File: src/rtl/fixed_to_float16.sv
// Signed fixed-point to 16-bit custom float encoder.
// Normalises the magnitude with one left shift per cycle, then packs sign, exponent and mantissa.
module fixed_to_float16 #(
    parameter int DATA_W = 24,
    parameter int FRAC_W = 8
) (
    input  logic              clock,
    input  logic              rst_n,
    input  logic              in_valid,
    output logic              in_ready,
    input  logic [DATA_W-1:0] in_data,
    output logic              out_valid,
    input  logic              out_ready,
    output logic [15:0]       out_data,
    output logic              out_ovf
);

    // Once normalised, the biased exponent is this constant minus the shift count.
    localparam int E_BASE = DATA_W - 1 + 16 - FRAC_W;

    typedef enum logic [1:0] {IDLE, NORM, PACK, HOLD} state_t;

    state_t              state_q;
    logic [DATA_W-1:0]   mag_q;
    logic [5:0]          cnt_q;
    logic                sign_q;
    logic                zero_q;
    logic                out_valid_q;
    logic                out_ovf_q;
    logic [15:0]         out_data_q;

    logic [DATA_W-1:0]   abs_in;
    logic signed [9:0]   exp_d;
    logic [9:0]          mant_d;
    logic [15:0]         data_d;
    logic                ovf_d;

    // Two's-complement negate; the most negative input maps to exactly 2^(DATA_W-1).
    assign abs_in = in_data[DATA_W-1] ? (~in_data + DATA_W'(1)) : in_data;

    assign in_ready  = (state_q == IDLE);
    assign out_valid = out_valid_q;
    assign out_data  = out_data_q;
    assign out_ovf   = out_ovf_q;

    always_comb begin
        exp_d  = 10'(E_BASE) - 10'(cnt_q);
        mant_d = mag_q[DATA_W-1 -: 10];
        data_d = {~sign_q, exp_d[4:0], mant_d};
        ovf_d  = 1'b0;
        if (zero_q || (exp_d < 10'sd0)) begin
            data_d = 16'h8000;
        end else if (exp_d > 10'sd31) begin
            data_d = {~sign_q, 5'd31, 10'h3FF};
            ovf_d  = 1'b1;
        end
    end

    always_ff @(posedge clock or negedge rst_n) begin
        if (!rst_n) begin
            state_q     <= IDLE;
            mag_q       <= '0;
            cnt_q       <= '0;
            sign_q      <= 1'b0;
            zero_q      <= 1'b0;
            out_valid_q <= 1'b0;
            out_ovf_q   <= 1'b0;
            out_data_q  <= 16'h0000;
        end else begin
            case (state_q)
                IDLE: begin
                    if (in_valid) begin
                        sign_q  <= in_data[DATA_W-1];
                        mag_q   <= abs_in;
                        cnt_q   <= '0;
                        zero_q  <= (abs_in == '0);
                        state_q <= (abs_in == '0) ? PACK : NORM;
                    end
                end
                NORM: begin
                    if (mag_q[DATA_W-1]) begin
                        state_q <= PACK;
                    end else begin
                        mag_q <= mag_q << 1;
                        cnt_q <= cnt_q + 6'd1;
                    end
                end
                PACK: begin
                    out_data_q  <= data_d;
                    out_ovf_q   <= ovf_d;
                    out_valid_q <= 1'b1;
                    state_q     <= HOLD;
                end
                HOLD: begin
                    if (out_ready) begin
                        out_valid_q <= 1'b0;
                        state_q     <= IDLE;
                    end
                end
                default: state_q <= IDLE;
            endcase
        end
    end

endmodule
File: config.mk
export PLATFORM = sky130hd
export DESIGN_NAME = fixed_to_float16
export DESIGN_NICKNAME = d
export VERILOG_FILES = /design/src/rtl/fixed_to_float16.sv
export SDC_FILE = /design/constraint.sdc
export NUM_CORES = 1
export LEC_CHECK = 0
export CORE_MARGIN = 2
export CORE_UTILIZATION = 45
export DETAILED_ROUTE_END_ITERATION = 10
export PLACE_DENSITY = 0.79
export SLEW_MARGIN = 20
export SYNTH_ARGS = -nofsm -noshare
export SYNTH_HDL_FRONTEND = slang
export SYNTH_SLANG_ARGS = --single-unit
File: constraint.sdc
create_clock -name clock -period 3 [get_ports clock]
set_clock_uncertainty 0.05 [all_clocks]
set_input_delay 0.6 -clock clock [delete_from_list [all_inputs] [get_ports clock]]
set_output_delay 0.6 -clock clock [all_outputs]
set_load 0.005 [all_outputs]
# Word-level counts from Yosys, hierarchy flattened
# Index checks and enable logic that the tools add are counted.
[word_totals] in_bits=28 out_inout_bits=19 register_bits=52
[op_classes] muxes=18 eq_ne=7 addsub=3 n_reduce_logical=10 magnitude_cmp=2 n_bitwise=2
[ops] cell="24-bit 2-to-1 mux" n=3
[ops] cell="24-bit case mux with 2 select lines" n=1
[ops] cell="24-bit by 1-bit adder with 24-bit output (second input constant)" n=1
[ops] cell="24-bit zero test" n=1
[ops] cell="24-bit inverter" n=1
[ops] cell="16-bit 2-to-1 mux" n=1
[ops] cell="15-bit 2-to-1 mux" n=1
[ops] cell="6-bit 2-to-1 mux" n=2
[ops] cell="6-bit case mux with 2 select lines" n=1
[ops] cell="2-bit 2-to-1 mux" n=4
[ops] cell="2-bit inequality test (second input constant)" n=4
[ops] cell="2-bit case mux with 4 select lines" n=1
[ops] cell="7-bit by 6-bit > comparator with 1-bit output (second input constant)" n=1
[ops] cell="7-bit by 1-bit < comparator with 1-bit output (second input constant)" n=1
[ops] cell="5-bit by 6-bit subtractor with 7-bit output (first input constant)" n=1
[ops] cell="6-bit by 1-bit adder with 6-bit output (second input constant)" n=1
[ops] cell="2-bit AND reduction" n=3
[ops] cell="3-bit AND reduction" n=2
[ops] cell="2-bit == test (second input constant)" n=2
[ops] cell="2-bit nonzero test" n=2
[ops] cell="1-bit 2-to-1 mux" n=3
[ops] cell="2-bit by 1-bit == test with 1-bit output (second input constant)" n=1
[ops] cell="2-bit zero test" n=1
[ops] cell="1-bit case mux with 2 select lines" n=1
[ops] cell="2 further kinds" n=2

# Depth between registers and ports, before layout
# Gate-level depths: netlist (run 1).
[depth] ltp_word=7 depth_mapped=11 ltp_nobuf=9

# Worst setup path after synthesis (run 1)
# OpenSTA, ideal clock, no wires.
[synth_path] kind="input to register" from="input in_data[0]" to="register state_q[0]" stages=11 t_arrival_ns=2.715 t_required_ns=2.829 setup_time_ns=0.121 path_buffers=2 path_slack_ns=0.114 path_cell_list="inv_1 > ha_1 > or3b_1 > buf_2 > or3_1 > buf_2 > o41ai_4 > xor2_1 > o311a_1 > nand4_1 > a22o_1"
[synth_via] elab_chain_cells=7
[synth_lines] element="from (decl)" line="11" rtl="input logic [DATA_W-1:0] in_data,"
[synth_lines] element="24-bit inverter" line="39" rtl="assign abs_in = in_data[DATA_W-1] ? (~in_data + DATA_W'(1)) : in_data;"
[synth_lines] element="24-bit by 1-bit adder with 24-bit output" line="39"
[synth_lines] element="24-bit 2-to-1 mux *" line="39"
[synth_lines] element="24-bit zero test *" line="77" rtl="state_q <= (abs_in == '0) ? PACK : NORM;"
[synth_lines] element="2-bit 2-to-1 mux *" line="77"
[synth_lines] element="2-bit 2-to-1 mux *" line="72" rtl="if (in_valid) begin"
[synth_lines] element="2-bit case mux with 4 select lines *" line="70" rtl="case (state_q)"
[synth_lines] element="to (signal assigned)" line="77"
[synth_lines] element="to (decl)" line="23" rtl="state_t state_q;"
# Mark *: on every way between the ends. The rest lies on a longest branch, timed or not. The select of a mux whose other input is x is not followed.
# A chain may end at the register's enable or synchronous reset.

# Worst setup path in the final report (run 1)
[layout_path] from="input in_data[3]" to="register state_q[0]"
# The elaborated chain is that of the path after synthesis.

==> flow_summary.rst, run 1 <==
.. list-table::
   :header-rows: 1

   * - Metric
     - Value
   * - Placed instance area
     - ~0.0041 mm2
   * - Max-slew headroom
     - between 60% and 70%
   * - Number of flops mapped to enable cells by yosys
     - 0
   * - Buffers & Inverters on Critical Path
     - 2
   * - CTS Buf Count
     - 5
   * - Antenna violations before repair
     - 0
   * - Iter 0 DRT Violations
     - between 150 and 200
   * - Final setup vio count
     - 0
   * - Clock tree from TritonCTS
     - built
   * - Grt total ovfl
     - 0
   * - WL final
     - 7940 um
   * - Maximum Capacitance Violations
     - 0
   * - Arrival time reported for the critical path endpoint
     - 3.04 ns
   * - Critical Path Max Stage Delay
     - 0.50 ns
   * - Leading register cell type out of synthesis
     - sky130_fd_sc_hd__dfrtp_1
   * - Placement Rows
     - 30
   * - Library cell with the largest summed area after synthesis
     - sky130_fd_sc_hd__dfrtp_1
   * - List of most frequent post-synthesis cells
     - sky130_fd_sc_hd__dfrtp_1 (52), sky130_fd_sc_hd__nand2_1 (41), sky130_fd_sc_hd__o21ai_0 (34)
   * - Register-to-register setup slack
     - roughly 0.8 ns
   * - Kind of end point of the critical path
     - register
   * - Distinct cells, synth
     - 54
   * - Iteration count of the initial detailed-routing pass
     - 4
   * - Cell Area, Synth
     - between 0.003 and 0.004 mm2
   * - Initial core utilization
     - between 40% and 50%
   * - Mapped Avg Cell Area
     - around 9 um2
   * - Die height
     - around 90 um
   * - Chip Width
     - roughly 89 um
   * - Areal power density over the cells
     - 734 mW/mm2
   * - Slowest-stage cell, CP
     - sky130_fd_sc_hd__clkdlybuf4s50_1
   * - Portion of the post-synthesis area used by sequential elements
     - 40.5%
   * - Number of top-level pins
     - between 40 and 50
   * - Die ar.
     - 0.00784 mm2
   * - Area of the multi-input gates
     - between 0.0015 and 0.002 mm2
   * - Worst Setup Start Kind
     - primary input
   * - Antenna violation net count after detailed routing
     - 0
   * - Global-route wire length before repair
     - between 10,000 and 15,000 um
   * - P_leak
     - just under 2 nW
   * - Overall routing resource usage
     - about a fifth
   * - Final clock period utilization by the worst path
     - between 90% and 100%
   * - IO buf count
     - between 40 and 50
   * - Footprint of the flip-flops and latches
     - ~0.0013 mm2
   * - Final HPWL from detailed placement
     - 5850 um
   * - Overall power after layout
     - ~0.0033 W
   * - Synth Net Count
     - approximately 400
   * - Flip-flop and latch count after synthesis
     - between 50 and 60
   * - Crit-path cells
     - clkdlybuf4s50_1, or3b_4, or3_4, buf_4, nor4_2, o311ai_2, nor4_2, nand4_1, a22o_1
   * - Root Buffer Master
     - sky130_fd_sc_hd__clkbuf_8
   * - Number of global-route vias before repair
     - slightly below 3,000
   * - Final slew viol count
     - 0
   * - Number of clock sinks seen by CTS
     - 52
   * - Yosys synthesis warning count
     - 0
   * - Clock transition at the registers of the reported paths
     - around 0.09 ns
   * - Fraction of synthesis flops using an asynchronous set or reset pin
     - 100%
   * - Via count normalized by instance count
     - 5.62
   * - Core Box Area
     - 0.00687 mm2
   * - Type of the tightest min-delay check
     - in2async
   * - H-tree Lvls
     - 2
   * - Post-route DRC
     - 0
   * - Share of post-route cells with drive strength above 1
     - between 20% and 30%
   * - Min cycle time layout
     - about 2.9 ns
   * - Share of the synthesized area in the top cell type
     - between 40% and 50%
   * - Family with the most delay on the worst path
     - simple AND/OR/NAND/NOR gates
   * - Data required time at the worst endpoint
     - ~3.2 ns
   * - # diodes
     - 0
   * - Worst skew pair latency
     - approximately 0.30 ns
   * - Area grow syn2layout
     - 38.0%
   * - Run status
     - complete, no violations
   * - Final net count
     - 490
   * - Filler cells
     - 600
   * - Global placer's final weighted congestion
     - roughly 0.86
   * - Transition time of the tightest slew-check pin
     - between 0.5 and 0.6 ns
   * - Total number of vias
     - around 3,100
   * - Biggest area contributors in the synthesized netlist
     - sky130_fd_sc_hd__dfrtp_1 (40%), sky130_fd_sc_hd__xor2_1 (5.7%), sky130_fd_sc_hd__o21ai_0 (5.3%)
   * - Crit path kind
     - in2reg
   * - Average wire length per cell after detail routing
     - about 14 um
   * - Most frequent cell after synthesis
     - sky130_fd_sc_hd__dfrtp_1
   * - Hold bufs inserted after CTS
     - 0
   * - Fin area
     - between 0.004 and 0.005 mm2
   * - Largest net degree at the start of global routing
     - 45
   * - Maximum resistive drop on vdd
     - approximately 300 uV
   * - Critical Path Most Common Cell
     - sky130_fd_sc_hd__nor4_2
   * - Maximum net fanout on the critical path
     - 5
   * - Synthesized instance count
     - 367
   * - FMAX
     - between 300 and 400 MHz
   * - Final hold violations
     - 0
   * - Number of buffers on the longest clock path
     - 2
[metal layers]
layer | vias up | track usage [%] | wire (um) | share of wire, %
li1 | 1516 | - | - | -
met1 | 1498 | 27.1 | 3650 | 46
met2 | 77 | 36.0 | 3900 | 49
met3 | 13 | 3.08 | 259 | 3.3
met4 | 0 | 6.06 | 131 | 1.7
met5 | - | 0 | 0 | 0
[where the power goes]
group | internal [W] | switching [W] | total (W) | leakage [nW]
combinational | 0.000809 | 0.000824 | 0.00163 | 1.29
clock | 0.000166 | 0.000230 | 0.000396 | 0.0445
sequential | 0.00102 | 0.000212 | 0.00123 | 0.646
[cells in the final DEF, fill, tap and decap left out, types with 9 or more instances in the layout]
| cell type | synthesis | final |
|---|---|---|
| sky130_fd_sc_hd__a21oi_1 | 28 | 27 |
| sky130_fd_sc_hd__a221o_1 | 10 | 10 |
| sky130_fd_sc_hd__buf_4 | 0 | 58 |
| sky130_fd_sc_hd__clkdlybuf4s50_1 | 0 | 39 |
| sky130_fd_sc_hd__dfrtp_1 | 52 | 52 |
| sky130_fd_sc_hd__inv_1 | 11 | 9 |
| sky130_fd_sc_hd__nand2_1 | 41 | 41 |
| sky130_fd_sc_hd__nor2_1 | 30 | 30 |
| sky130_fd_sc_hd__o21ai_0 | 34 | 32 |
| sky130_fd_sc_hd__xor2_1 | 21 | 21 |
[stage by stage]
stage / util (%) / hold WS (ns) / instances / setup TNS, ns / setup slack (ns)
after global placement: 59.5 / 0.380 / 536 / -3.05 / -0.514
after floorplan: - / 0.254 / 367 / 0 / 0.114
final: 64.6 / 0.234 / 552 / 0 / 0.108
after global routing: 64.6 / 0.276 / 552 / -0.114 / -0.0665
after CTS: 61.5 / 0.247 / 546 / 0 / 0.000276
after detailed placement: 59.5 / 0.385 / 536 / -4.09 / -0.575
[cell type report]
type / count / share of cell area [%]
flip-flops and latches: 52 / 29.3
clock inverters: 3 / 0.479
clock buffers: 5 / 1.55
inverters: 12 / 1.01
well taps: 96 / 2.71
multi-input cells: 276 / 43.2
repair buffers: 108 / 21.7
[path summary, 6_finish.rpt]
check                      cells past startpoint                    from                        to
hold reg to reg                                1      sign_q$_DFFE_PN0P_  out_data[15]$_DFFE_PN0P_
max in group asynchronous                      2                   rst_n      cnt_q[1]$_DFFE_PN0P_
min in group clock                             1      sign_q$_DFFE_PN0P_  out_data[15]$_DFFE_PN0P_
setup reg to reg                               8  state_q[0]$_DFFE_PN0P_      cnt_q[5]$_DFFE_PN0P_
setup / recovery                               9              in_data[3]    state_q[0]$_DFFE_PN0P_
hold / removal                                 1                   rst_n   out_data[3]$_DFFE_PN0P_
[logic make-up after synthesis]
logic type               Yosys count  share of synthesized area (%)
AND/OR/NAND/NOR                  126                           19.6
AO/OA/AOI/OAI                    118                           25.4
flip-flops                        52                           40.5
buffers and inverters             39                           4.90
XOR/XNOR                          23                           6.26
adder cells (fa/ha/maj)            7                           2.72
multiplexers                       2                          0.661
[registers in the layout, indices dropped and copies added, names as in the netlist]
signal,flops
cnt_q,6
mag_q,24
state_q,2
out_ovf,1
out_data,16
zero_q,1
out_valid,1
sign_q,1
[timing repair]
item / 4_1_cts / 5_1_grt
setup endpoints to repair: 6 / 7
buffers inserted: 2 / 5
gates cloned: 0 / 1
gates resized for setup: 11 / 28
pin swaps: 5 / 24
(Power assumes the default switching activity.)
==> inputs of run 2 (changes only) <==
- SLEW_MARGIN: 20 -> 5
==> results of run 2 <==
The final DEF is identical to that of run 1; final timing and power are the same.
==> inputs of run 3 (changes only) <==
- CAP_MARGIN: unset -> 20
==> results of run 3 <==
The final DEF is identical to that of run 1; final timing and power are the same.
